===== config.mk =====
export PLATFORM = sky130hd
export DESIGN_NAME = l2_cache_control
export DESIGN_NICKNAME = d
export VERILOG_FILES = /design/src/rtl/l2_cache_control.sv
export SDC_FILE = /design/constraint.sdc
export NUM_CORES = 1
export LEC_CHECK = 0
export BUFFER_PORTS_ARGS = -buffer_cell sky130_fd_sc_hd__buf_4
export CAP_MARGIN = 20
export CORE_MARGIN = 3
export CORE_UTILIZATION = 55
export CTS_BUF_LIST = sky130_fd_sc_hd__clkbuf_4
export DETAILED_ROUTE_END_ITERATION = 7
export MAX_ROUTING_LAYER = met4
export PLACE_DENSITY = 0.82
export SETUP_SLACK_MARGIN = 0.3
export SLEW_MARGIN = 20
export SYNTH_ARGS = -nofsm -noshare
export SYNTH_HDL_FRONTEND = slang
export SYNTH_SLANG_ARGS = --single-unit

===== constraint.sdc =====
create_clock -name clk -period 2.42 [get_ports clk]
set_input_delay 0.484 -clock clk [delete_from_list [all_inputs] [get_ports clk]]
set_output_delay 0.484 -clock clk [all_outputs]
set_load 0.05 [all_outputs]

===== src/rtl/l2_cache_control.sv =====
// Control FSM for the 2-way set-associative L2: hit service, dirty writeback, line fill
// and saturating hit/miss counters. Array-control outputs are decoded from state and inputs.
module l2_cache_control #(
  parameter int cnt_width = 32
) (
  input  logic                 clk,
  input  logic                 rst,
  input  logic                 mem_read,
  input  logic                 mem_write,
  input  logic [1:0]           hit,
  input  logic [1:0]           dirty,
  input  logic                 lru,
  input  logic                 pmem_resp,
  output logic                 read_arrays,
  output logic [1:0]           load_tag,
  output logic [1:0]           load_valid,
  output logic [1:0]           load_dirty,
  output logic [1:0]           load_data,
  output logic                 dirty_in,
  output logic                 load_lru,
  output logic                 lru_in,
  output logic                 data_in_sel,
  output logic                 pmem_addr_sel,
  output logic                 way_sel,
  output logic                 mem_resp,
  output logic                 pmem_read,
  output logic                 pmem_write,
  output logic [cnt_width-1:0] hit_count,
  output logic [cnt_width-1:0] miss_count
);

  // state     | meaning
  // IDLE      | waiting for an upstream request; issues the array read
  // COMPARE   | array outputs valid; hit service or miss dispatch
  // WRITEBACK | dirty victim line written to physical memory
  // FILL      | line read from physical memory into the victim way
  typedef enum logic [1:0] {IDLE, COMPARE, WRITEBACK, FILL} state_t;

  state_t state;
  logic   victim;
  logic   req;
  logic   any_hit;
  logic   hit_way;

  assign req     = mem_read | mem_write;
  assign any_hit = |hit;
  // way0 wins on the illegal double-hit
  assign hit_way = hit[1] & ~hit[0];

  always_ff @(posedge clk) begin
    if (rst) begin
      state      <= IDLE;
      victim     <= 1'b0;
      hit_count  <= '0;
      miss_count <= '0;
    end else begin
      case (state)
        IDLE: begin
          if (req) state <= COMPARE;
        end
        COMPARE: begin
          if (any_hit) begin
            state <= IDLE;
            if (hit_count != '1) hit_count <= hit_count + 1'b1;
          end else begin
            victim <= lru;
            if (miss_count != '1) miss_count <= miss_count + 1'b1;
            state <= dirty[lru] ? WRITEBACK : FILL;
          end
        end
        WRITEBACK: begin
          if (pmem_resp) state <= FILL;
        end
        FILL: begin
          if (pmem_resp) state <= IDLE;
        end
        default: state <= IDLE;
      endcase
    end
  end

  always_comb begin
    read_arrays   = 1'b0;
    load_tag      = 2'b00;
    load_valid    = 2'b00;
    load_dirty    = 2'b00;
    load_data     = 2'b00;
    dirty_in      = 1'b0;
    load_lru      = 1'b0;
    lru_in        = 1'b0;
    data_in_sel   = 1'b0;
    pmem_addr_sel = 1'b0;
    way_sel       = 1'b0;
    mem_resp      = 1'b0;
    pmem_read     = 1'b0;
    pmem_write    = 1'b0;
    // reset masks everything so no array is written and pmem requests drop at once
    if (!rst) begin
      case (state)
        IDLE: read_arrays = req;
        COMPARE: begin
          if (any_hit) begin
            mem_resp = 1'b1;
            way_sel  = hit_way;
            load_lru = 1'b1;
            lru_in   = ~hit_way;
            if (mem_write) begin
              load_data[hit_way]  = 1'b1;
              load_dirty[hit_way] = 1'b1;
              dirty_in            = 1'b1;
            end
          end
        end
        WRITEBACK: begin
          pmem_write    = 1'b1;
          pmem_addr_sel = 1'b1;
        end
        FILL: begin
          pmem_read = 1'b1;
          if (pmem_resp) begin
            load_data[victim]  = 1'b1;
            load_tag[victim]   = 1'b1;
            load_valid[victim] = 1'b1;
            load_dirty[victim] = 1'b1;
            data_in_sel        = 1'b1;
          end
        end
        default: ;
      endcase
    end
  end

endmodule


# == Word level (Yosys, flattened, before mapping) ==
# Cells that the tools add are included.
# totals
reg_bits,67
inputBits,10
elab_cells,73
# op_classes
n_addsub,2
n_lt_le_gt_ge,5
eq_ne,8
muxes,41
n_bitwise,5
n_reduce_logical,8
# op_table
cell,count
"32-bit by 1-bit adder with 32-bit output, second input constant",2
"32-bit != test, second input constant",2
1-bit two-way mux,27
2-bit two-way mux,10
3-bit AND reduction,3
2-bit one-hot mux with 4 select lines,1
"1-bit by 2-bit less-than comparator with 1-bit output, second input constant",3
"2-bit != test, second input constant",3
"2-bit equality test, second input constant",2
2-bit one-hot mux with 2 select lines,1
1-bit NOT,3
1-bit demux with 1-bit select,2
"2-bit by 1-bit equality test with 1-bit output, second input constant",1
"1-bit greater-or-equal comparator, second input constant",2
1-bit logical AND,2
2-bit logical NOT,1
2-bit AND reduction,1
2-bit OR reduction,1
1-bit bitwise AND,1
1-bit OR,1

# == Longest topological paths before layout ==
# logic_depth
ltp_word,10
mapped_depth,8
depth_no_buf,6

# == Least setup slack after synthesis ==
# Ideal clock, no wire load.
# synth_path
path_kind,input-to-output
from,in rst
to,out pmem_write
t_arrival_ns,2.534
slack_ns,-0.598
stages,5
n_path_buf,4
cell_sequence,clkbuf_1 clkbuf_1 clkbuf_1 nor3_1 buf_4
# synth_between
elab_chain_cells,1
# synth_rtl
element,line,rtl
"start, declared",7,"input logic rst,"
1-bit two-way mux,n/a,
"end, declared",27,"output logic pmem_write,"
# Every way passes these cells.

# == Worst setup path in the final report ==
# layout_path
from,reg state[0]
to,out load_tag[0]
# layout_between
elab_chain_cells,3
# layout_rtl
element,line,rtl
"start, declared",39,state_t state;
"start signal, assigned",68,state <= dirty[lru] ? WRITEBACK : FILL;
2-bit equality test,99,case (state)
2-bit two-way mux,99,
2-bit two-way mux,98,if (!rst) begin
"end, declared",15,"output logic [1:0] load_tag,"
# Every way passes these cells.

==> reports/qor.yml <==
p_leak_nw: 1.78
ir_worst_vdd_uv: 318
cap_violations: 0
swShare: 0.264
pwr-share-comb: 0.110
area_growth_pct: 37.5
clock_path_buffers: 2
h-tree-depth: 3
synthArstFlopShare: 0
row_count: 28
yosysUniqueCellTypes: 56
post-route-period-util: 0.881
hpwlAfterDp_mm: 6.91
synth_enable_flop_cells: 0
rsz0062_at_grt: "true"
wire_per_inst_um: 16.9
clkPwrFrac: 0.378
crit_fanout: 7
coreArea_um2: 6130
grt_usage: 0.267
power_density_nw_per_um2: 434
grt_max_degree: 55
finalWirelength_mm: 10.5
synth_nets: 456
synth_flop_cell: "dfxtp_1"
crit_type: "flop to primary output"
clockRootBuffer: "clkbuf_4"
max_freq_ghz: 0.469
initial_core_util: 0.590
fp.dieH_um: 87.1
synth_area_um2: 3620
vias: 3912
grt_pass1_wl_mm: 16.0
synth-seq-area-share: 0.371
seqPwrFrac: 0.512
outcome: "completed"
setup_viol: 0
drtIter0Drc: 203
grt_pass1_vias: 3446
cts_buffers: 9
clk_latency_ns: 0.42
power_mw: 2.16
p_int_mw: 1.59
skew_ns: 0.0244
syn_avg_cell_area_um2: 8.15
dieArea_um2: 7590
fin_setup_tns_ns: 0
slew_violations: 0
final_nets: 557
die_width_um: 87.1
n_fill_cell: 413
dr.pass1.iters: 5
ys_ff_latch: 67
cts.sinks: 67
yosysWarnings: 0
crit_path_end_kind: "primary output"
cts_tree: "done"
drc: 0
synth_area_leaders: "dfxtp_1 37%, a21oi_1 5.7%, or3_1 5.0%, nor2_1 4.8%, o21ai_0 4.0%"
postCtsHoldBufs: 0
start_kind: "flop"
antenna_found_initial: 0
hold_violations: 0
synth_top_area_frac: 0.371
slew_headroom: 0.582
fin_crit_ns: 2.13
via_per_inst: 6.26
place_congestion: 0.968
synth_top_cell_by_area: "dfxtp_1"
antenna_left: 0
min_path_type: "input pin to flop"
overflow: 0
p_switching_uw: 569
ios: 92
crit_arrival_ns: 1.65
synthCells: 444
max_slew.worst_pin.slew_ns: 0.612
num_antenna_cells: 0
io_buffers: 91
cp.required_ns: 1.94
drive_gt1_frac: 0.398
clk_pin_slew_worst_paths_ns: 0.12
-- worst max-delay path: stages, from the launching register on --
cell and delay [ns]:
dfxtp_4 0.39, buf_6 0.15, nor2b_2 0.15, and3_4 0.19
nor2b_4 0.17, buf_6 0.17
-- sequential cells by signal, summed over array words and instances, names as in the netlist, named ones only --
register and count:
miss_count 32, state 1, victim 1, hit_count 32
-- final timing paths --
path	from	endpoint	slack (ns)	depth (start not counted)
worst max-delay path	state[0]	load_tag[0]	0.29	5
worst min register to register	miss_count[5]	miss_count[5]	0.49	2
worst max register to register	state[0]	hit_count[23]	0.29	8
worst min-delay path	lru	victim	0.34	3
-- cell families (layout without fill, tap and decap cells) --
| group | count (synthesis) | count (layout) | synth area share |
|---|---|---|---|
| AOI/OAI and AO/OA | 101 | 101 | 0.166 |
| xor gates and xnor gates | 20 | 20 | 0.0484 |
| adders and majority gates | 2 | 2 | 0.00691 |
| buffers and inverters | 35 | 141 | 0.0519 |
| DFF | 67 | 67 | 0.371 |
| muxes | 7 | 7 | 0.0232 |
| and+or+nand+nor | 212 | 212 | 0.333 |
-- area by class of cell --
cell class	count	area [um2]	area share
flip-flops and latches	67	1450	0.290
clock inverters	7	82.6	0.0166
repair buffers	118	991	0.199
clock buffers	9	67.6	0.0136
well taps	75	93.8	0.0189
multi-input cells	342	2260	0.455
inverters	7	30.0	0.00604
-- routing by layer --
layer / track usage / up-vias / wire, um / part of all wire
li1: - / 1841 / - / -
met1: 0.335 / 1879 / 4360 / 0.41
met2: 0.418 / 156 / 5300 / 0.50
met3: 0.0501 / 36 / 552 / 0.052
met4: 0.124 / 0 / 326 / 0.031
met5: - / - / 0 / 0
-- synth_stat cells, types with 5 or more instances --
| cell | n |
|---|---|
| o31ai_1 | 5 |
| xnor2_1 | 12 |
| dfxtp_1 | 67 |
| nand4_1 | 15 |
| and2_1 | 5 |
| nand2_1 | 27 |
| a21oi_1 | 41 |
| clkbuf_1 | 13 |
| buf_4 | 8 |
| a211oi_1 | 5 |
| or4_1 | 6 |
| xor2_1 | 8 |
| inv_1 | 7 |
| and4_1 | 7 |
| nor2b_1 | 8 |
| or3_1 | 29 |
| nor3_1 | 9 |
| nor2_1 | 46 |
| nand3_1 | 26 |
| nor4_1 | 10 |
| o211ai_1 | 5 |
| o21ai_0 | 29 |
-- placed cells by master (no fill, tap or decap), types with 3 or more instances in the layout --
cell       Yosys  routed
nand2_1       27      27
buf_8          0       5
dfxtp_2        0      32
or3_1         29      29
and3_1         4       3
buf_12         1       3
and4_1         7       7
o21ai_0       29      29
mux2_2         3       3
buf_6          1       8
nor3_1         9       7
inv_1          7       6
dfxtp_4        0      17
nor2b_1        8       6
nor4_1        10       7
nor4_2         2       4
or4_1          6       5
xnor2_1       12      12
a21oi_1       41      40
clkinv_1       0       4
and2_1         5       3
dfxtp_1       67      18
o2111ai_1      3       3
a211oi_1       5       5
nand4_1       15      15
o211ai_1       5       5
o31ai_1        5       5
xor2_1         8       8
nand3_1       26      26
clkbuf_4       0       9
buf_4          8     102
nor2_1        46      44
-- metrics by stage --
step / worst slack (ns) / util / hold WS [ns] / std cells / cell area [um2]
after floorplan: 0.0874 / - / 0.498 / 444 / 3830
after global placement: 0.284 / 0.750 / 0.463 / 602 / 4600
after detailed placement: 0.226 / 0.750 / 0.476 / 602 / 4600
after CTS: 0.253 / 0.784 / 0.324 / 619 / 4810
after global routing: 0.196 / 0.811 / 0.320 / 625 / 4970
final: 0.288 / 0.811 / 0.345 / 625 / 4970
-- power by group through the flow --
| stage | clock network, mW | registers [mW] | logic, mW |
|---|---|---|---|
| after floorplan | 0 | 1.14 | 0.139 |
| after global placement | 0 | 1.13 | 0.198 |
| final | 0.817 | 1.11 | 0.238 |
| after CTS | 0.823 | 1.10 | 0.208 |
| after detailed placement | 0 | 1.13 | 0.202 |
| after global routing | 0.889 | 1.11 | 0.251 |
-- timing repair --
| item | CTS | global route |
|---|---|---|
| buffers inserted | 1 | 6 |
| pin swaps | 1 | 6 |
| setup endpoints to repair | 19 | 26 |
| gates resized for setup | 13 | 24 |
No activity file was read; power rests on OpenSTA's default activity.
